`config.mk`:
```
export PLATFORM = sky130hd
export DESIGN_NAME = ahb_node_pipe_flat
export DESIGN_NICKNAME = d
export VERILOG_FILES = /design/src/rtl/ahb_node_pipe_pkg.sv /design/src/rtl/ahb_node_pipe_if.sv /design/src/rtl/ahb_node_pipe_default_slave.sv /design/src/rtl/ahb_node_pipe.sv /design/src/flat_wrapper.sv
export SDC_FILE = /design/constraint.sdc
export NUM_CORES = 1
export LEC_CHECK = 0
export CAP_MARGIN = 20
export CORE_AREA = 5 5 404 406
export CTS_BUF_LIST = sky130_fd_sc_hd__clkbuf_8
export DETAILED_ROUTE_END_ITERATION = 8
export DIE_AREA = 0 0 409 411
export SYNTH_ARGS = -nofsm -noshare
export SYNTH_HDL_FRONTEND = slang
export SYNTH_SLANG_ARGS = --single-unit
```
`constraint.sdc`:
```
create_clock -name hclk_i -period 5.6 [get_ports hclk_i]
set_clock_uncertainty 0.1 [all_clocks]
set_input_delay 0.84 -clock hclk_i [delete_from_list [all_inputs] [get_ports hclk_i]]
set_output_delay 0.84 -clock hclk_i [all_outputs]
set_load 0.03 [all_outputs]
```
`src/rtl/ahb_node_pipe_pkg.sv`:
```
// Shared AHB-Lite encodings and the default-slave state type for the pipelined node.
package ahb_node_pkg;

    localparam logic [1:0] HTRANS_IDLE   = 2'b00;
    localparam logic [1:0] HTRANS_BUSY   = 2'b01;
    localparam logic [1:0] HTRANS_NONSEQ = 2'b10;
    localparam logic [1:0] HTRANS_SEQ    = 2'b11;

    localparam logic HRESP_OKAY  = 1'b0;
    localparam logic HRESP_ERROR = 1'b1;

    localparam logic [2:0] HSIZE_BYTE  = 3'b000;
    localparam logic [2:0] HSIZE_HALF  = 3'b001;
    localparam logic [2:0] HSIZE_WORD  = 3'b010;

    localparam logic [2:0] HBURST_SINGLE = 3'b000;
    localparam logic [2:0] HBURST_INCR   = 3'b001;
    localparam logic [2:0] HBURST_INCR4  = 3'b011;

    typedef enum logic [1:0] {
        DS_IDLE = 2'b00,
        DS_ERR1 = 2'b01,
        DS_ERR2 = 2'b10
    } ds_state_e;

    // NONSEQ and SEQ are the only transfer types that need a real response.
    function automatic logic trans_active(logic [1:0] htrans);
        return (htrans == HTRANS_NONSEQ) || (htrans == HTRANS_SEQ);
    endfunction

endpackage

```
`src/rtl/ahb_node_pipe_if.sv`:
```
// Bus bundle of the node: master side, broadcast/slave side, region config and error status.
interface ahb_node_pipe_if #(
    parameter int unsigned NB_SLAVES      = 8,
    parameter int unsigned AHB_DATA_WIDTH = 32,
    parameter int unsigned AHB_ADDR_WIDTH = 32,
    parameter int unsigned ERR_CNT_WIDTH  = 8
);
    logic [AHB_ADDR_WIDTH-1:0] haddr_i;
    logic [AHB_DATA_WIDTH-1:0] hwdata_i;
    logic                      hsel_i;
    logic                      hwrite_i;
    logic                      hmastlock_i;
    logic [1:0]                htrans_i;
    logic [2:0]                hsize_i;
    logic [2:0]                hburst_i;
    logic [3:0]                hprot_i;
    logic                      hready_i;
    logic                      hreadyout_o;
    logic                      hresp_o;
    logic [AHB_DATA_WIDTH-1:0] hrdata_o;

    logic [AHB_ADDR_WIDTH-1:0] haddr_o;
    logic [AHB_DATA_WIDTH-1:0] hwdata_o;
    logic                      hwrite_o;
    logic                      hmastlock_o;
    logic [1:0]                htrans_o;
    logic [2:0]                hsize_o;
    logic [2:0]                hburst_o;
    logic [3:0]                hprot_o;
    logic [NB_SLAVES-1:0]      hsel_o;
    logic                      hready_o;
    logic [NB_SLAVES-1:0]      hreadyout_i;
    logic [NB_SLAVES-1:0]      hresp_i;
    logic [NB_SLAVES-1:0][AHB_DATA_WIDTH-1:0] hrdata_i;

    logic [NB_SLAVES-1:0][AHB_ADDR_WIDTH-1:0] start_addr_i;
    logic [NB_SLAVES-1:0][AHB_ADDR_WIDTH-1:0] end_addr_i;
    logic [NB_SLAVES-1:0]      region_en_i;

    logic [ERR_CNT_WIDTH-1:0]  err_cnt_o;
    logic [AHB_ADDR_WIDTH-1:0] err_addr_o;

    // Node view: it is the slave of the upstream master.
    modport slave (
        input  haddr_i, hwdata_i, hsel_i, hwrite_i, hmastlock_i, htrans_i,
               hsize_i, hburst_i, hprot_i, hready_i,
               hreadyout_i, hresp_i, hrdata_i, start_addr_i, end_addr_i, region_en_i,
        output hreadyout_o, hresp_o, hrdata_o,
               haddr_o, hwdata_o, hwrite_o, hmastlock_o, htrans_o, hsize_o, hburst_o,
               hprot_o, hsel_o, hready_o, err_cnt_o, err_addr_o
    );

    // Environment view: upstream master, peripheral slaves and configuration.
    modport master (
        output haddr_i, hwdata_i, hsel_i, hwrite_i, hmastlock_i, htrans_i,
               hsize_i, hburst_i, hprot_i, hready_i,
               hreadyout_i, hresp_i, hrdata_i, start_addr_i, end_addr_i, region_en_i,
        input  hreadyout_o, hresp_o, hrdata_o,
               haddr_o, hwdata_o, hwrite_o, hmastlock_o, htrans_o, hsize_o, hburst_o,
               hprot_o, hsel_o, hready_o, err_cnt_o, err_addr_o
    );

endinterface

```
`src/rtl/ahb_node_pipe_default_slave.sv`:
```
// Default slave: two-cycle ERROR for unmapped active transfers, error counter and address capture.
module ahb_default_slave
    import ahb_node_pkg::*;
#(
    parameter int unsigned ADDR_W = 32,
    parameter int unsigned CNT_W  = 8
) (
    input  logic              clk,
    input  logic              rst,
    input  logic              err_start,
    input  logic [ADDR_W-1:0] haddr,
    output logic              hreadyout,
    output logic              hresp,
    output logic [CNT_W-1:0]  err_cnt,
    output logic [ADDR_W-1:0] err_addr
);

    ds_state_e state_q, state_d;

    always_ff @(posedge clk) begin : state_reg
        if (rst) state_q <= DS_IDLE;
        else     state_q <= state_d;
    end

    always_comb begin : next_state
        state_d   = state_q;
        hreadyout = 1'b1;
        hresp     = HRESP_OKAY;
        unique case (state_q)
            DS_IDLE: if (err_start) state_d = DS_ERR1;
            DS_ERR1: begin
                hreadyout = 1'b0;
                hresp     = HRESP_ERROR;
                state_d   = DS_ERR2;
            end
            DS_ERR2: begin
                hresp   = HRESP_ERROR;
                state_d = err_start ? DS_ERR1 : DS_IDLE;
            end
            default: state_d = DS_IDLE;
        endcase
    end

    // Capture on every ERR1 entry; counter sticks at all-ones.
    always_ff @(posedge clk) begin : err_capture
        if (rst) begin
            err_cnt  <= '0;
            err_addr <= '0;
        end else if (state_d == DS_ERR1) begin
            if (err_cnt != '1) err_cnt <= err_cnt + CNT_W'(1);
            err_addr <= haddr;
        end
    end

endmodule

```
`src/rtl/ahb_node_pipe.sv`:
```
// AHB-Lite 1:N node with priority region decode, registered data-phase mux and default slave.
module ahb_node_pipe
    import ahb_node_pkg::*;
#(
    parameter int unsigned NB_SLAVES      = 8,
    parameter int unsigned AHB_DATA_WIDTH = 32,
    parameter int unsigned AHB_ADDR_WIDTH = 32,
    parameter int unsigned ERR_CNT_WIDTH  = 8
) (
    input logic            hclk_i,
    input logic            hreset_i,
    ahb_node_pipe_if.slave bus
);

    localparam int unsigned SEL_W = $clog2(NB_SLAVES + 1);
    localparam logic [SEL_W-1:0] SEL_DEFAULT = SEL_W'(NB_SLAVES);

    logic [SEL_W-1:0] dsel_d, dsel_q;
    logic             found;
    logic             ds_start;
    logic             ds_hreadyout;
    logic             ds_hresp;

    // Lowest enabled region containing haddr wins; otherwise the default slave.
    always_comb begin : decode
        dsel_d = SEL_DEFAULT;
        found  = 1'b0;
        for (int unsigned k = 0; k < NB_SLAVES; k++) begin
            if (!found && bus.region_en_i[k] &&
                (bus.start_addr_i[k] <= bus.haddr_i) && (bus.haddr_i <= bus.end_addr_i[k])) begin
                dsel_d = SEL_W'(k);
                found  = 1'b1;
            end
        end
        if (!bus.hsel_i) dsel_d = SEL_DEFAULT;
    end

    always_comb begin : sel_onehot
        for (int unsigned k = 0; k < NB_SLAVES; k++) bus.hsel_o[k] = (dsel_d == SEL_W'(k));
    end

    assign bus.haddr_o     = bus.haddr_i;
    assign bus.hwdata_o    = bus.hwdata_i;
    assign bus.hwrite_o    = bus.hwrite_i;
    assign bus.hmastlock_o = bus.hmastlock_i;
    assign bus.htrans_o    = bus.htrans_i;
    assign bus.hsize_o     = bus.hsize_i;
    assign bus.hburst_o    = bus.hburst_i;
    assign bus.hprot_o     = bus.hprot_i;

    // Data-phase owner follows every accepted address phase, IDLE/BUSY included.
    always_ff @(posedge hclk_i) begin : dsel_reg
        if (hreset_i)          dsel_q <= SEL_DEFAULT;
        else if (bus.hready_i) dsel_q <= dsel_d;
    end

    assign ds_start = bus.hready_i && (dsel_d == SEL_DEFAULT) && trans_active(bus.htrans_i);

    ahb_default_slave #(
        .ADDR_W (AHB_ADDR_WIDTH),
        .CNT_W  (ERR_CNT_WIDTH)
    ) u_default_slave (
        .clk       (hclk_i),
        .rst       (hreset_i),
        .err_start (ds_start),
        .haddr     (bus.haddr_i),
        .hreadyout (ds_hreadyout),
        .hresp     (ds_hresp),
        .err_cnt   (bus.err_cnt_o),
        .err_addr  (bus.err_addr_o)
    );

    always_comb begin : resp_mux
        bus.hreadyout_o = ds_hreadyout;
        bus.hresp_o     = ds_hresp;
        bus.hrdata_o    = '0;
        for (int unsigned k = 0; k < NB_SLAVES; k++) begin
            if (dsel_q == SEL_W'(k)) begin
                bus.hreadyout_o = bus.hreadyout_i[k];
                bus.hresp_o     = bus.hresp_i[k];
                bus.hrdata_o    = bus.hrdata_i[k];
            end
        end
    end

    assign bus.hready_o = bus.hreadyout_o;

endmodule

```
`src/flat_wrapper.sv`:
```
// flat-port wrapper written by rule: the top's interface ports become plain ports
module ahb_node_pipe_flat import ahb_node_pkg::*;
#(
    parameter int unsigned NB_SLAVES      = 8,
    parameter int unsigned AHB_DATA_WIDTH = 32,
    parameter int unsigned AHB_ADDR_WIDTH = 32,
    parameter int unsigned ERR_CNT_WIDTH  = 8
)
  (hclk_i, hreset_i, bus_haddr_i, bus_hwdata_i, bus_hsel_i, bus_hwrite_i, bus_hmastlock_i, bus_htrans_i, bus_hsize_i, bus_hburst_i, bus_hprot_i, bus_hready_i, bus_hreadyout_i, bus_hresp_i, bus_hrdata_i, bus_start_addr_i, bus_end_addr_i, bus_region_en_i, bus_hreadyout_o, bus_hresp_o, bus_hrdata_o, bus_haddr_o, bus_hwdata_o, bus_hwrite_o, bus_hmastlock_o, bus_htrans_o, bus_hsize_o, bus_hburst_o, bus_hprot_o, bus_hsel_o, bus_hready_o, bus_err_cnt_o, bus_err_addr_o);
  ahb_node_pipe_if #(.NB_SLAVES(NB_SLAVES), .AHB_DATA_WIDTH(AHB_DATA_WIDTH), .AHB_ADDR_WIDTH(AHB_ADDR_WIDTH), .ERR_CNT_WIDTH(ERR_CNT_WIDTH)) bus_i ();
  input logic hclk_i;
  input logic hreset_i;
  input wire logic [$bits(bus_i.haddr_i)-1:0] bus_haddr_i;
  input wire logic [$bits(bus_i.hwdata_i)-1:0] bus_hwdata_i;
  input wire logic [$bits(bus_i.hsel_i)-1:0] bus_hsel_i;
  input wire logic [$bits(bus_i.hwrite_i)-1:0] bus_hwrite_i;
  input wire logic [$bits(bus_i.hmastlock_i)-1:0] bus_hmastlock_i;
  input wire logic [$bits(bus_i.htrans_i)-1:0] bus_htrans_i;
  input wire logic [$bits(bus_i.hsize_i)-1:0] bus_hsize_i;
  input wire logic [$bits(bus_i.hburst_i)-1:0] bus_hburst_i;
  input wire logic [$bits(bus_i.hprot_i)-1:0] bus_hprot_i;
  input wire logic [$bits(bus_i.hready_i)-1:0] bus_hready_i;
  input wire logic [$bits(bus_i.hreadyout_i)-1:0] bus_hreadyout_i;
  input wire logic [$bits(bus_i.hresp_i)-1:0] bus_hresp_i;
  input wire logic [$bits(bus_i.hrdata_i)-1:0] bus_hrdata_i;
  input wire logic [$bits(bus_i.start_addr_i)-1:0] bus_start_addr_i;
  input wire logic [$bits(bus_i.end_addr_i)-1:0] bus_end_addr_i;
  input wire logic [$bits(bus_i.region_en_i)-1:0] bus_region_en_i;
  output wire logic [$bits(bus_i.hreadyout_o)-1:0] bus_hreadyout_o;
  output wire logic [$bits(bus_i.hresp_o)-1:0] bus_hresp_o;
  output wire logic [$bits(bus_i.hrdata_o)-1:0] bus_hrdata_o;
  output wire logic [$bits(bus_i.haddr_o)-1:0] bus_haddr_o;
  output wire logic [$bits(bus_i.hwdata_o)-1:0] bus_hwdata_o;
  output wire logic [$bits(bus_i.hwrite_o)-1:0] bus_hwrite_o;
  output wire logic [$bits(bus_i.hmastlock_o)-1:0] bus_hmastlock_o;
  output wire logic [$bits(bus_i.htrans_o)-1:0] bus_htrans_o;
  output wire logic [$bits(bus_i.hsize_o)-1:0] bus_hsize_o;
  output wire logic [$bits(bus_i.hburst_o)-1:0] bus_hburst_o;
  output wire logic [$bits(bus_i.hprot_o)-1:0] bus_hprot_o;
  output wire logic [$bits(bus_i.hsel_o)-1:0] bus_hsel_o;
  output wire logic [$bits(bus_i.hready_o)-1:0] bus_hready_o;
  output wire logic [$bits(bus_i.err_cnt_o)-1:0] bus_err_cnt_o;
  output wire logic [$bits(bus_i.err_addr_o)-1:0] bus_err_addr_o;
  assign bus_i.haddr_i = bus_haddr_i;
  assign bus_i.hwdata_i = bus_hwdata_i;
  assign bus_i.hsel_i = bus_hsel_i;
  assign bus_i.hwrite_i = bus_hwrite_i;
  assign bus_i.hmastlock_i = bus_hmastlock_i;
  assign bus_i.htrans_i = bus_htrans_i;
  assign bus_i.hsize_i = bus_hsize_i;
  assign bus_i.hburst_i = bus_hburst_i;
  assign bus_i.hprot_i = bus_hprot_i;
  assign bus_i.hready_i = bus_hready_i;
  assign bus_i.hreadyout_i = bus_hreadyout_i;
  assign bus_i.hresp_i = bus_hresp_i;
  assign bus_i.hrdata_i = bus_hrdata_i;
  assign bus_i.start_addr_i = bus_start_addr_i;
  assign bus_i.end_addr_i = bus_end_addr_i;
  assign bus_i.region_en_i = bus_region_en_i;
  assign bus_hreadyout_o = bus_i.hreadyout_o;
  assign bus_hresp_o = bus_i.hresp_o;
  assign bus_hrdata_o = bus_i.hrdata_o;
  assign bus_haddr_o = bus_i.haddr_o;
  assign bus_hwdata_o = bus_i.hwdata_o;
  assign bus_hwrite_o = bus_i.hwrite_o;
  assign bus_hmastlock_o = bus_i.hmastlock_o;
  assign bus_htrans_o = bus_i.htrans_o;
  assign bus_hsize_o = bus_i.hsize_o;
  assign bus_hburst_o = bus_i.hburst_o;
  assign bus_hprot_o = bus_i.hprot_o;
  assign bus_hsel_o = bus_i.hsel_o;
  assign bus_hready_o = bus_i.hready_o;
  assign bus_err_cnt_o = bus_i.err_cnt_o;
  assign bus_err_addr_o = bus_i.err_addr_o;
  ahb_node_pipe #(.NB_SLAVES(NB_SLAVES), .AHB_DATA_WIDTH(AHB_DATA_WIDTH), .AHB_ADDR_WIDTH(AHB_ADDR_WIDTH), .ERR_CNT_WIDTH(ERR_CNT_WIDTH)) u_core (.hclk_i(hclk_i), .hreset_i(hreset_i), .bus(bus_i));
endmodule
```
==> summary.txt, run 1 <==
Run status
  – Outcome: finished clean

Die
  – Core area: 0.159 mm^2
  – Chip Height: 411 um
  – Die footprint: 0.168 mm^2
  – Die width: 409 um
  – Initial core utilization: 10.4%
  – Site Rows: 147
  – I/O Pins: 1035

Timing
  – RSZ-0062 raised after global routing: true
  – Least-Margin Pin Slew: 928 ps
  – Final Max Tran Viols: 0
  – Fmax: 0.181 GHz
  – Tmin final: 5510 ps
  – Final Hold Vio Count: 0
  – Fin crit share: 98.4%
  – Final setup violating endpoints: 0
  – Relative slew slack: 37.5%
  – Hold slack: 410 ps

Clocking
  – Cts bufs inserted: 5
  – Hold_buf cts: 0
  – CTS tree: built
  – Worst-path clk slew: 130 ps
  – Clock Latency Late Sink: 360 ps
  – Clock root cell: clkbuf_8
  – Bufs on Longest Clock Path: 2
  – CTS sink count: 46
  – H-tree levels: 2

Drt
  – Antenna-violating nets left: 0
  – First-pass DRT Iterations: 7
  – Post-Route WL: 158000 um
  – Vias: 22700
  – Routed WL per cell: 28.2 um
  – Number of DRC markers in iteration 0: 1467
  – Via density: 4.07
  – DRC: 0

Placement
  – HPWL after DPL: 144000 um
  – Placer Congestion: 0.978
  – # port buffers: 944
  – Dpl cells: 5498
  – Post-DP Area: 0.0312 mm^2

Cells and area
  – Share of cells above drive strength 1: 17.4%
  – NumNets Final: 4865
  – Area growth syn-to-layout: 98.7%
  – Commonest cells after routing, fill and taps aside: clkdlybuf4s50_1, ha_1, buf_4
  – Most common cell after layout, fill and taps aside: clkdlybuf4s50_1
  – Register area: 921 um^2
  – Filler cell count: 17700
  – Multi-input logic area: 0.0146 mm^2
  – Post-route insts no fill: 5588
  – Post-route cell area: 0.0329 mm^2

Logic synthesis
  – Async SR Flop Fraction: 0%
  – Synth Cell Area: 0.0166 mm^2
  – Seq/Total Area, Yosys: 5.56%
  – Most used DFF post-synth: dfxtp_1
  – Area share of the largest cell type after synthesis: 39.1%
  – Top cells by area, synth: ha_1, inv_1, a21oi_1
  – Post-synth EDFFs: 0
  – Avg Cell Area, Syn: 7.45 um^2
  – Synth Warn #: 0
  – Yosys top cell by area: ha_1
  – Yosys cell types: 68
  – Synth Register Bits: 46
  – Syn Inst Count: 2223
  – Post-Syn Nets: 3615

Worst setup path
  – CP max FO: 5
  – Worst R2R Start: u_core.u_default_slave.state_q[0]
  – Setup CP Type: primary input to output pin
  – CP Capture Type: output pin
  – Startpoint Class: primary input
  – Data arrival, critical path: 4570 ps
  – RR Endpoint: u_core.u_default_slave.err_addr[7]
  – Depth of the worst register-to-register path: 9
  – R2R Setup Slk: 3060 ps
  – CP required: 4660 ps

GRT
  – Total GRT Usage: 17.8%
  – Global-route wire length before repair: 204000 um
  – Largest net degree at the start of global routing: 45
  – Grt ovf: 0
  – Number of global-route vias before repair: 23500
  – Initial antenna violation count: 88

Pwr
  – Maximum VDD drop: 0.0000769 V
  – Power Total: 3.29 mW
  – Power density over the cells: 99.8 mW/mm^2
  – P_leak: 14.9 nW

Hold path
  – Hold path endpoint: u_core.u_default_slave.err_addr[1]
  – Worst Hold Class: flip-flop to flip-flop
  – Hold path start: u_core.u_default_slave.err_addr[1]
  – Hold Crit Depth: 2

Job
  – Max Cap Viol: 0
## registers in the layout (all words and copies together), names as in the netlist
signal and flops:
u_core.u_default_slave.err_addr 32, u_core.u_default_slave.state_q 2, u_core.dsel_q 4, u_core.u_default_slave.err_cnt 8
## Yosys cell counts (5+ instances only)
cell type  number
a211o_1         5
buf_4          79
a211oi_1       23
a22o_1          5
nand2b_1       14
nand4_1       119
a21oi_1       203
a221o_1        12
a2111oi_0       5
a21o_1         49
a22oi_1        69
nor3_1         28
and3_1         13
nor2b_1        28
a221oi_1       14
nand2_1       151
o211ai_1       21
and4_1         10
a31oi_1        11
nor4_1         23
o21a_1          9
or3_1           8
mux2i_1        42
nand3_1        59
or4_1          10
dfxtp_1        46
o31ai_1         5
ha_1          518
a2111o_1        5
clkbuf_1       39
inv_1         315
nor2_1        111
a222oi_1        9
o21ai_0       104
## what timing repair did
action                                  4_1_cts  5_1_grt
gates resized for setup                     117      120
endpoints found under the setup margin       47        8
pin swaps                                    33       39
buffers inserted                             37       24
## through the flow
| stage | util (%) | setup WS, ps | setup TNS [ps] |
|---|---|---|---|
| floorplan | - | 602 | 0 |
| global placement | 19.6 | -1310 | -49890 |
| detailed placement | 19.6 | -1150 | -45160 |
| CTS | 20.2 | -84.2 | -196 |
| global route | 20.6 | -43.3 | -52.4 |
| finish | 20.6 | 88.2 | 0 |
## layout make-up
type,instances,share of cell area [%]
diodes,28,0.213
multi-input cells,1737,44.3
well taps,2086,7.93
clock buffers,5,0.209
repair buffers,1368,40.6
flip-flops and latches,46,2.80
clock inverters,3,0.0722
inverters,315,3.80
## logic make-up (layout without fill, tap and decap cells)
family | after synthesis | count (layout) | share of synthesized area [%]
simple gates | 594 | 594 | 18.3
compound gates | 582 | 582 | 22.5
fa+ha+maj | 518 | 518 | 39.1
buf+inv | 440 | 1691 | 11.9
flops | 46 | 46 | 5.56
mux | 43 | 43 | 2.61
other cells | 0 | 28 | 0
## critical path, cell delays in order
cell and delay [ps]:
buf_2 260, inv_1 340, buf_4 260, ha_1 290, nand4_1 210, or4_4 570, nor3_4 200, a31oi_2 60
nor4b_2 260, buf_4 220, a21oi_4 50, or3b_4 270, nor2_4 40, buf_4 130, buf_4 120, nand2_2 110
nor3_2 50, buf_4 140, buf_12 130
## routing by layer
| metal | up-vias | track usage, % | part of all wire, % |
|---|---|---|---|
| met5 | - | 0 | 0.11 |
| met4 | 28 | 4.52 | 2.8 |
| met3 | 180 | 4.44 | 7.4 |
| met2 | 1054 | 32.0 | 49 |
| met1 | 10800 | 21.0 | 41 |
| li1 | 10700 | - | - |
## worst max-delay path by stage
stage / slack, ps / startpoint / cells past startpoint / to
final: 90 / bus_haddr_i[21] / 19 / bus_hsel_o[5]
after global routing: -40 / bus_end_addr_i[182] / 15 / bus_hsel_o[7]
after CTS: -80 / bus_haddr_i[15] / 21 / bus_hsel_o[7]
after detailed placement: -1150 / bus_haddr_i[26] / 19 / bus_hsel_o[7]
after global placement: -1310 / bus_haddr_i[26] / 17 / bus_hsel_o[7]
after floorplan: 600 / bus_end_addr_i[191] / 12 / bus_hsel_o[7]
## power breakdown
part	total (mW)	switching (mW)	internal (mW)
Combinational	2.64	1.29	1.35
Clock	0.269	0.179	0.0905
Sequential	0.378	0.0233	0.354
(Power assumes the default switching activity.)
==> inputs of run 2 (changes only) <==
Settings changed: CAP_MARGIN 20 to 25, GPL_TIMING_DRIVEN from default to 0.
==> run 2 against run 1 <==
Compared with the run above:
- the run now ends with setup timing left
- clock-buffer cell count unchanged
- cell count decreased by 1.8%
- global-route usage decreased by 0.16 points
- largest cell class unchanged
==> summary.txt, run 2 (synthesized netlist as in run 1, its figures left out) <==
Cells and area
  – Final core occ: 19.7%
  – Filler cell count: 17800
  – Area growth syn-to-layout: 89.9%
  – Commonest cells after routing, fill and taps aside: clkdlybuf4s50_1, ha_1, inv_1
  – Share of cells above drive strength 1: 12.7%
  – Largest Register: u_core.u_default_slave.err_addr
  – Largest register FFs: 32
  – NumNets Final: 4763
  – Most common cell after layout, fill and taps aside: clkdlybuf4s50_1
  – Largest regs: u_core.u_default_slave.err_addr (32), u_core.u_default_slave.err_cnt (8), u_core.dsel_q (4)

Timing
  – Fin crit share: 101%
  – Final WS setup: -63.0 ps
  – Tmin final: 5660 ps
  – RSZ-0062 raised after global routing: true
  – Final Max Tran Viols: 0
  – Fmax: 0.177 GHz
  – Final setup violating endpoints: 2
  – Relative slew slack: 35.5%
  – Least-Margin Pin Slew: 963 ps
  – Final Hold Vio Count: 0

Placement
  – Placer Congestion: 0.976
  – HPWL after DPL: 139000 um
  – Dpl ws: -3570 ps
  – # port buffers: 987

Run status
  – Failing checks: setup timing
  – Outcome: complete, but fails checks

GRT
  – Initial antenna violation count: 77
  – Largest net degree at the start of global routing: 17
  – Grt ovf: 0
  – Number of global-route vias before repair: 22900
  – Global-route wire length before repair: 201000 um
  – Total GRT Usage: 17.6%

Worst setup path
  – CP required: 4660 ps
  – R2R Setup Slk: 2890 ps
  – Data arrival, critical path: 4720 ps
  – Depth of the worst register-to-register path: 9
  – CP max FO: 8
  – Crit path from: bus_haddr_i[18]
  – Crit path to: bus_hsel_o[7]
  – CP Capture Type: output pin
  – Worst R2R Start: u_core.u_default_slave.state_q[0]
  – RR Endpoint: u_core.u_default_slave.err_addr[21]
  – Setup CP Type: primary input to output pin
  – Startpoint Class: primary input

Die
  – Chip Height: 411 um
  – Site Rows: 147
  – Die footprint: 0.168 mm^2
  – Die width: 409 um
  – I/O Pins: 1035
  – Initial core utilization: 10.4%
  – Core area: 0.159 mm^2

Drt
  – Routed WL per cell: 28.6 um
  – Vias: 22500
  – Antenna-violating nets left: 0
  – Via density: 4.10
  – First-pass DRT Iterations: 5
  – Number of DRC markers in iteration 0: 1274
  – Post-Route WL: 157000 um
  – DRC: 0

Clocking
  – CTS tree: built
  – Clock root cell: clkbuf_8
  – Clock Latency Late Sink: 350 ps
  – Hold_buf cts: 0
  – CTS sink count: 46
  – Worst-path clk slew: 110 ps
  – Bufs on Longest Clock Path: 2
  – Cts bufs inserted: 5
  – H-tree levels: 2

Job
  – Max Cap Viol: 0

Hold path
  – Worst Hold Class: flip-flop to flip-flop

Pwr
  – Power Total: 3.20 mW
  – Maximum VDD drop: 0.000111 V
  – Power density over the cells: 102 mW/mm^2
  – P_leak: 13.9 nW
[run 2: worst min-delay path by stage]
stage,start,to,cells after the start
floorplan,u_core.dsel_q[0],u_core.dsel_q[0],3
global placement,u_core.u_default_slave.err_addr[10],u_core.u_default_slave.err_addr[10],2
detailed placement,u_core.u_default_slave.err_addr[25],u_core.u_default_slave.err_addr[25],2
CTS,u_core.u_default_slave.err_cnt[5],u_core.u_default_slave.err_cnt[5],2
global route,u_core.u_default_slave.err_cnt[5],u_core.u_default_slave.err_cnt[5],2
finish,u_core.u_default_slave.err_cnt[5],u_core.u_default_slave.err_cnt[5],2
[run 2: where the power goes]
part,leakage (nW),total (mW),switching (mW),internal (mW)
clock,0.0565,0.316,0.179,0.137
sequential,0.375,0.370,0.0160,0.354
combinational,13.4,2.51,1.29,1.22
[run 2: cell type report]
| type | count | area [um^2] | share of cell area (%) |
|---|---|---|---|
| Timing Repair Buffer | 1141 | 11300 | 35.8 |
| Antenna cell | 32 | 80.1 | 0.255 |
| Clock inverter | 3 | 48.8 | 0.155 |
| Inverter | 315 | 1300 | 4.14 |
| Tap cell | 2086 | 2610 | 8.30 |
| Buffer | 125 | 787 | 2.50 |
| Clock buffer | 5 | 68.8 | 0.219 |
| Multi-Input combinational cell | 1737 | 14400 | 45.7 |
| Sequential cell | 46 | 921 | 2.93 |
[run 2: critical path: stages]
cell and delay [ps]:
buf_4 220, buf_16 180, clkinvlp_4 110, buf_12 160, ha_1 290, nand2_1 50, o21ai_0 720, a221o_1 260
o21ai_0 170, buf_4 230, and4_4 150, buf_6 140, or3b_1 420, nor2_2 130, o21a_2 180, nand2b_4 90
nor3_2 130, buf_4 190
[run 2: timing repair]
item	in CTS	in global routing
pin swaps	41	26
resized for setup	375	40
endpoints found under the setup margin	54	6
buffers inserted	103	11
[run 2: routing by layer]
metal  track usage (%)  vias to the layer above  share of wire, %
li1                  -                    10500                 -
met1              20.6                    10700                40
met2              32.2                     1071                50
met3              4.00                      213               7.0
met4              4.95                       26               2.9
met5                 0                        -              0.11
[run 2: stage by stage]
stage	instances	hold slack [ps]	area, um^2	TNS, ps
5_1_grt	5472	437	31400	-298
2_1_floorplan	2223	496	16600	0
3_5_place_dp	5336	385	29600	-124360
3_3_place_gp	5296	374	29100	-203130
4_1_cts	5447	410	31200	-88.2
6_report	5490	406	31500	-70.6
==> edit 1: new RTL, config.mk and constraints of run 2 <==
Reset style: asynchronous (`hreset_i` and `rst`), changed in 3 clocked blocks.
--- a/src/rtl/ahb_node_pipe_default_slave.sv
+++ b/src/rtl/ahb_node_pipe_default_slave.sv
@@ -17,7 +17,7 @@
 
     ds_state_e state_q, state_d;
 
-    always_ff @(posedge clk) begin : state_reg
+    always_ff @(posedge clk or posedge rst) begin : state_reg
         if (rst) state_q <= DS_IDLE;
         else     state_q <= state_d;
     end
@@ -42,7 +42,7 @@
     end
 
     // Capture on every ERR1 entry; counter sticks at all-ones.
-    always_ff @(posedge clk) begin : err_capture
+    always_ff @(posedge clk or posedge rst) begin : err_capture
         if (rst) begin
             err_cnt  <= '0;
             err_addr <= '0;
--- a/src/rtl/ahb_node_pipe.sv
+++ b/src/rtl/ahb_node_pipe.sv
@@ -49,7 +49,7 @@
     assign bus.hprot_o     = bus.hprot_i;
 
     // Data-phase owner follows every accepted address phase, IDLE/BUSY included.
-    always_ff @(posedge hclk_i) begin : dsel_reg
+    always_ff @(posedge hclk_i or posedge hreset_i) begin : dsel_reg
         if (hreset_i)          dsel_q <= SEL_DEFAULT;
         else if (bus.hready_i) dsel_q <= dsel_d;
     end
Formal check against the unedited RTL: differs if hreset_i is asserted again (counterexample within 4 cycles, from zero or initial values and one cycle with hreset_i high); with hreset_i held inactive, the same outputs for 10 cycles.
==> edit 1 against run 2 <==
Worst setup slack better by 0.19 ns; count of clock-buffer cells in the layout stayed put; routed wire length is 13% lower; sequential cell count is the same; power increased by 46%; synthesized area fell by 0.35%; design area shrank 0.53%; sequential power up 59%; combinational power increased by 50%.
==> edit 1: results (changes against run 2) <==
* Final Wtd Congestion at 0.948 (was 0.976)
* Worst reg2reg setup slack at 3.11 ns (was 2.89 ns)
* First-pass GRT wire length at 177,000 um (was 201,000 um)
* Status: finished, final reports clean (was finished with violations)
* Cells after DPL at 5,307 (was 5,336)
* Post-synth top cells: 518 x ha_1, 310 x inv_1, 209 x a21oi_1 (was 518 x ha_1, 315 x inv_1, 203 x a21oi_1)
* Leak at 0.0137 uW (was 0.0139 uW)
* Initial DRC count at 1,164 (was 1,274)
* DR vias at 21,700 (was 22,500)
* Post-synthesis sequential area ratio at 6.98% (was 5.56%)
* Clk slew on worst S/H paths at 0.13 ns (was 0.11 ns)
* Synth Net Count at 3,602 (was 3,615)
* Worst Path Arrival at 4.54 ns (was 4.72 ns)
* Worst-Skew Late Latency at approximately 0.36 ns
* Cell Count, Final, Fillers Out at 5,425 (was 5,490)
* Nets at 4,723 (was 4,763)
* Cell variety after synth at 72 (was 68)
* Buffers on Ports at 989 (was 987)
* Synth area leaders: ha_1 39%, inv_1 7.0%, dfrtp_1 6.8%, a21oi_1 6.3%, nand2_1 4.6% (was ha_1 39%, inv_1 7.1%, a21oi_1 6.1%, dfxtp_1 5.6%, nand4_1 4.5%)
* Max IR drop VDD at 0.153 mV (was 0.111 mV)
* Largest net degree at the start of global routing at 35 (was 17)
* Setup TNS at 0 ns (was -0.0706 ns)
* Fraction of registers with async set/reset at 100% (was 0%)
* Final wirelength at 136,000 um (was 157,000 um)
* DP Wirelength at 116,000 um (was 139,000 um)
* Vias in the first global route at 22,500 (was 22,900)
* Peak fanout along the critical path at 3 (was 8)
* Crit-path max cell delay at 0.48 ns (was 0.72 ns)
* Overall routing resource usage at 15.2% (was 17.6%)
* Largest regs: u_core.u_default_slave.err_addr x32, u_core.u_default_slave.err_cnt x8, u_core.dsel_q x4 (unchanged)
* Share of cells above drive strength 1 at 12.8% (was 12.7%)
* Syn Area/Cell at 7.47 sq um (was 7.45 sq um)
* Initial antenna violation count at 22 (was 77)
* YS warnings at 0 (unchanged)
* Main synth FF type: dfrtp_1 (was dfxtp_1)
* Clock tree root driver cell: clkbuf_8 (unchanged)
* Relative slew slack at 31.9% (was 35.5%)
* HP Class: register to register (unchanged)
* Worst path slowest cell: clkdlybuf4s50_1 (was o21ai_0)
* Switching share of total power at 51.1% (was 46.5%)
==> edit 1: cell count changes after synthesis, sizes merged, moves of 24 or more <==
cell,before,now
nand2,152,203
dfxtp,46,0
dfrtp,0,45
o21ai,104,146
mux2i,42,2
nor2,111,82
a22oi,69,93
==> edit 1: power by group through the flow <==
stage	clock, uW	sequential, uW	combinational, uW
2_1_floorplan	0	817	1420
3_3_place_gp	0	586	3540
3_5_place_dp	0	594	3610
4_1_cts	324	588	3790
5_1_grt	323	607	4060
6_report	297	587	3770
==> edit 1: routing by layer <==
metal | up-vias | global-route usage (%) | part of all wire, %
met5 | - | 0 | 0.040
met4 | 8 | 6.10 | 4.9
met3 | 177 | 2.82 | 6.7
met2 | 964 | 29.8 | 53
met1 | 10300 | 15.7 | 36
li1 | 10300 | - | -
==> edit 1: metrics by stage <==
step / hold slack [ns] / power, uW / setup slack (ns) / instance area, sq um
global route: 0.418 / 4990 / -0.0122 / 31300
detailed placement: 0.370 / 4210 / -3.02 / 29300
global placement: 0.365 / 4130 / -4.19 / 29000
CTS: 0.399 / 4700 / -0.0359 / 30800
finish: 0.396 / 4660 / 0.123 / 31300
floorplan: 0.465 / 2240 / 1.03 / 16500
==> edit 1: cells by family after synthesis <==
family | synth area share, %
AOI/OAI and AO/OA | 23.7
xor gates and xnor gates | 0.265
adders and majority gates | 39.3
buffers and inverters | 11.6
DFF | 6.98
muxes | 0.485
and+or+nand+nor | 17.8
==> edit 1: final timing paths <==
kind,start,end,cells past startpoint
min in group asynchronous,hreset_i,u_core.u_default_slave.err_addr[26],2
max in group asynchronous,hreset_i,u_core.dsel_q[3],3
setup reg to reg,u_core.u_default_slave.state_q[0],u_core.u_default_slave.err_cnt[3],8
hold / removal,u_core.u_default_slave.err_addr[14],u_core.u_default_slave.err_addr[14],2
setup / recovery,bus_end_addr_i[62],bus_hsel_o[4],17
hold reg to reg,u_core.u_default_slave.err_addr[14],u_core.u_default_slave.err_addr[14],2
==> edit 1: timing repair <==
item	CTS	global route
buffers inserted	96	10
pin swaps	38	52
hold endpoints to repair	0	0
endpoints found under the setup margin	53	10
resized for setup	373	124
==> edit 1: area by class of cell <==
type	instances	area, sq um
inverters	310	1280
well taps	2086	2610
plain buffers	117	742
fillers	17800	128000
multi-input cells	1736	14300
clock buffers	5	68.8
repair buffers	1115	11100
flip-flops and latches	46	1150
diodes	7	17.5
clock inverters	3	48.8
==> edit 1: worst max-delay path: cells and delay by family <==
family	cells	cell delay (ns)
buffers and inverters	7	1.21
AOI/OAI and AO/OA	4	0.88
adders and majority gates	1	0.30
and+or+nand+nor	5	1.30
==> edit 2: new RTL, settings of run 2 <==
Without the edit above. `AHB_ADDR_WIDTH` is set to 32 in 3 places; all go to 16.
--- a/src/rtl/ahb_node_pipe_if.sv
+++ b/src/rtl/ahb_node_pipe_if.sv
@@ -2,7 +2,7 @@
 interface ahb_node_pipe_if #(
     parameter int unsigned NB_SLAVES      = 8,
     parameter int unsigned AHB_DATA_WIDTH = 32,
-    parameter int unsigned AHB_ADDR_WIDTH = 32,
+    parameter int unsigned AHB_ADDR_WIDTH = 16,
     parameter int unsigned ERR_CNT_WIDTH  = 8
 );
     logic [AHB_ADDR_WIDTH-1:0] haddr_i;
--- a/src/rtl/ahb_node_pipe.sv
+++ b/src/rtl/ahb_node_pipe.sv
@@ -4,7 +4,7 @@
 #(
     parameter int unsigned NB_SLAVES      = 8,
     parameter int unsigned AHB_DATA_WIDTH = 32,
-    parameter int unsigned AHB_ADDR_WIDTH = 32,
+    parameter int unsigned AHB_ADDR_WIDTH = 16,
     parameter int unsigned ERR_CNT_WIDTH  = 8
 ) (
     input logic            hclk_i,
--- a/src/flat_wrapper.sv
+++ b/src/flat_wrapper.sv
@@ -3,7 +3,7 @@
 #(
     parameter int unsigned NB_SLAVES      = 8,
     parameter int unsigned AHB_DATA_WIDTH = 32,
-    parameter int unsigned AHB_ADDR_WIDTH = 32,
+    parameter int unsigned AHB_ADDR_WIDTH = 16,
     parameter int unsigned ERR_CNT_WIDTH  = 8
 )
   (hclk_i, hreset_i, bus_haddr_i, bus_hwdata_i, bus_hsel_i, bus_hwrite_i, bus_hmastlock_i, bus_htrans_i, bus_hsize_i, bus_hburst_i, bus_hprot_i, bus_hready_i, bus_hreadyout_i, bus_hresp_i, bus_hrdata_i, bus_start_addr_i, bus_end_addr_i, bus_region_en_i, bus_hreadyout_o, bus_hresp_o, bus_hrdata_o, bus_haddr_o, bus_hwdata_o, bus_hwrite_o, bus_hmastlock_o, bus_htrans_o, bus_hsize_o, bus_hburst_o, bus_hprot_o, bus_hsel_o, bus_hready_o, bus_err_cnt_o, bus_err_addr_o);
Ports: changed (5 resized); port bits go from 1035 to 731. The function was not compared with the original's and may differ.
==> edit 2 against run 2 <==
Synthesized area down 40%; sequential cell count fell by 16; design area fell by 34%; routed wire length shrank 35%; synthesized cell count fell by 39%; power shrank 37%; worst setup slack gained 0.11 ns; count of clock-buffer cells in the layout up 1.
==> edit 2: results (changes against run 2) <==
* RR Endpoint: u_core.u_default_slave.err_addr[9] (was u_core.u_default_slave.err_addr[21])
* Status: finished, final reports clean (was finished with violations)
* WHS at 0.422 ns (was 0.406 ns)
* Switching share of total power at 45.5% (was 46.5%)
* Clk slew on worst S/H paths at 0.07 ns (was 0.11 ns)
* Worst reg2reg setup slack at 3.29 ns (was 2.89 ns)
* Layout overhead on the synthesized area at 107% (was 89.9%)
* DR vias/cell at 3.34 (was 4.10)
* Post-synth top cells: 262 x ha_1, 163 x inv_1, 112 x nand2_1 (was 518 x ha_1, 315 x inv_1, 203 x a21oi_1)
* First-pass GRT wire length at 129,000 um (was 201,000 um)
* Largest net degree at the start of global routing at 12 (was 17)
* Initial DRC count at 773 (was 1,274)
* Hold Path Origin: u_core.u_default_slave.err_addr[5] (was u_core.u_default_slave.err_cnt[5])
* Buffers on Ports at 684 (was 987)
* Largest regs: u_core.u_default_slave.err_addr x16, u_core.u_default_slave.err_cnt x8, u_core.dsel_q x4 (was u_core.u_default_slave.err_addr x32, u_core.u_default_slave.err_cnt x8, u_core.dsel_q x4)
* Max IR drop VDD at 0.0990 mV (was 0.111 mV)
* Initial antenna violation count at 44 (was 77)
* Pre-CTS WS at -2.58 ns (was -3.57 ns)
* Hold Path End: u_core.u_default_slave.err_addr[5] (was u_core.u_default_slave.err_cnt[5])
* Worst-Skew Late Latency at 0.29 ns (was 0.35 ns)
* Worst Path Arrival at 4.61 ns (was 4.72 ns)
* Post-synthesis compound-gate area fraction at 26.7% (was 22.5%)
* Final wirelength at 102,000 um (was 157,000 um)
* Vias in the first global route at 14,400 (was 22,900)
* Proportion of synthesized area in mux cells at 1.47% (was 2.61%)
* Worst path slowest cell: a211o_1 (was o21ai_0)
* Cell variety after synth at 66 (was 68)
-- edit 2: cell types whose count changed after synthesis, sizes merged, moves of 25 or more --
cell,delta
ha,-256
inv,-152
a21oi,-113
nand4,-54
nor2,-52
nand2,-40
mux2i,-34
o21ai,-34
a21o,-32
nand3,-25
-- edit 2: timing repair --
item / 4_1_cts / 5_1_grt
buffers inserted: 57 / 0
resized for setup: 150 / 24
endpoints found under the setup margin: 64 / 14
pin swaps: 9 / 4
-- edit 2: cells by family (layout without fill, tap and decap cells) --
family	after synthesis	after routing
compound gates	388	388
simple gates	383	383
buf+inv	272	1044
fa+ha+maj	262	262
flops	30	30
mux	14	14
other cells	0	14
-- edit 2: power groups by stage --
stage / logic [uW] / clock network, uW / registers, uW
floorplan: 587 / 0 / 257
global placement: 1470 / 0 / 243
detailed placement: 1510 / 0 / 243
CTS: 1600 / 191 / 242
global route: 1700 / 199 / 244
finish: 1580 / 188 / 242
-- edit 2: stage by stage --
step	setup TNS, ns	power (uW)	cells
5_1_grt	-0.0370	2150	4209
3_5_place_dp	-46.50	1760	4145
2_1_floorplan	0	844	1349
3_3_place_gp	-132.34	1710	4119
6_report	0	2010	4221
4_1_cts	0	2040	4208
-- edit 2: routing by layer --
| layer | track usage [%] | share of wire [%] | up-vias |
|---|---|---|---|
| met2 | 18.8 | 45 | 750 |
| met5 | 0 | 0.067 | - |
| li1 | - | - | 6558 |
| met3 | 2.97 | 8.2 | 118 |
| met4 | 2.66 | 3.0 | 10 |
| met1 | 14.6 | 43 | 6647 |
-- edit 2: worst max-delay path: cells and delay by family --
| family | cells | cell delay (ns) |
|---|---|---|
| AO/OA/AOI/OAI | 5 | 1.73 |
| buffers and inverters | 3 | 0.89 |
| AND/OR/NAND/NOR | 3 | 0.82 |
| adder cells (fa/ha/maj) | 1 | 0.29 |
-- edit 2: cell type report --
cell class	count	area [sq um]	share of cell area, %
Antenna cell	14	35.0	0.169
Buffer	106	674	3.26
Clock buffer	6	82.6	0.399
Clock inverter	2	12.5	0.0604
Inverter	163	672	3.24
Multi-Input combinational cell	1047	8340	40.3
Sequential cell	30	601	2.90
Tap cell	2086	2610	12.6
Timing Repair Buffer	767	7680	37.1
-- edit 2: how the worst max path moves through the flow --
stage	start	end	slack [ns]	cells past startpoint
floorplan	bus_haddr_i[5]	bus_hsel_o[2]	1.11	10
global placement	bus_haddr_i[0]	bus_hsel_o[6]	-2.90	13
detailed placement	bus_haddr_i[11]	bus_hsel_o[6]	-2.58	13
CTS	bus_haddr_i[11]	bus_hsel_o[6]	0.03	15
global route	bus_end_addr_i[107]	bus_hsel_o[2]	-0.04	14
finish	bus_haddr_i[7]	bus_hsel_o[2]	0.05	12
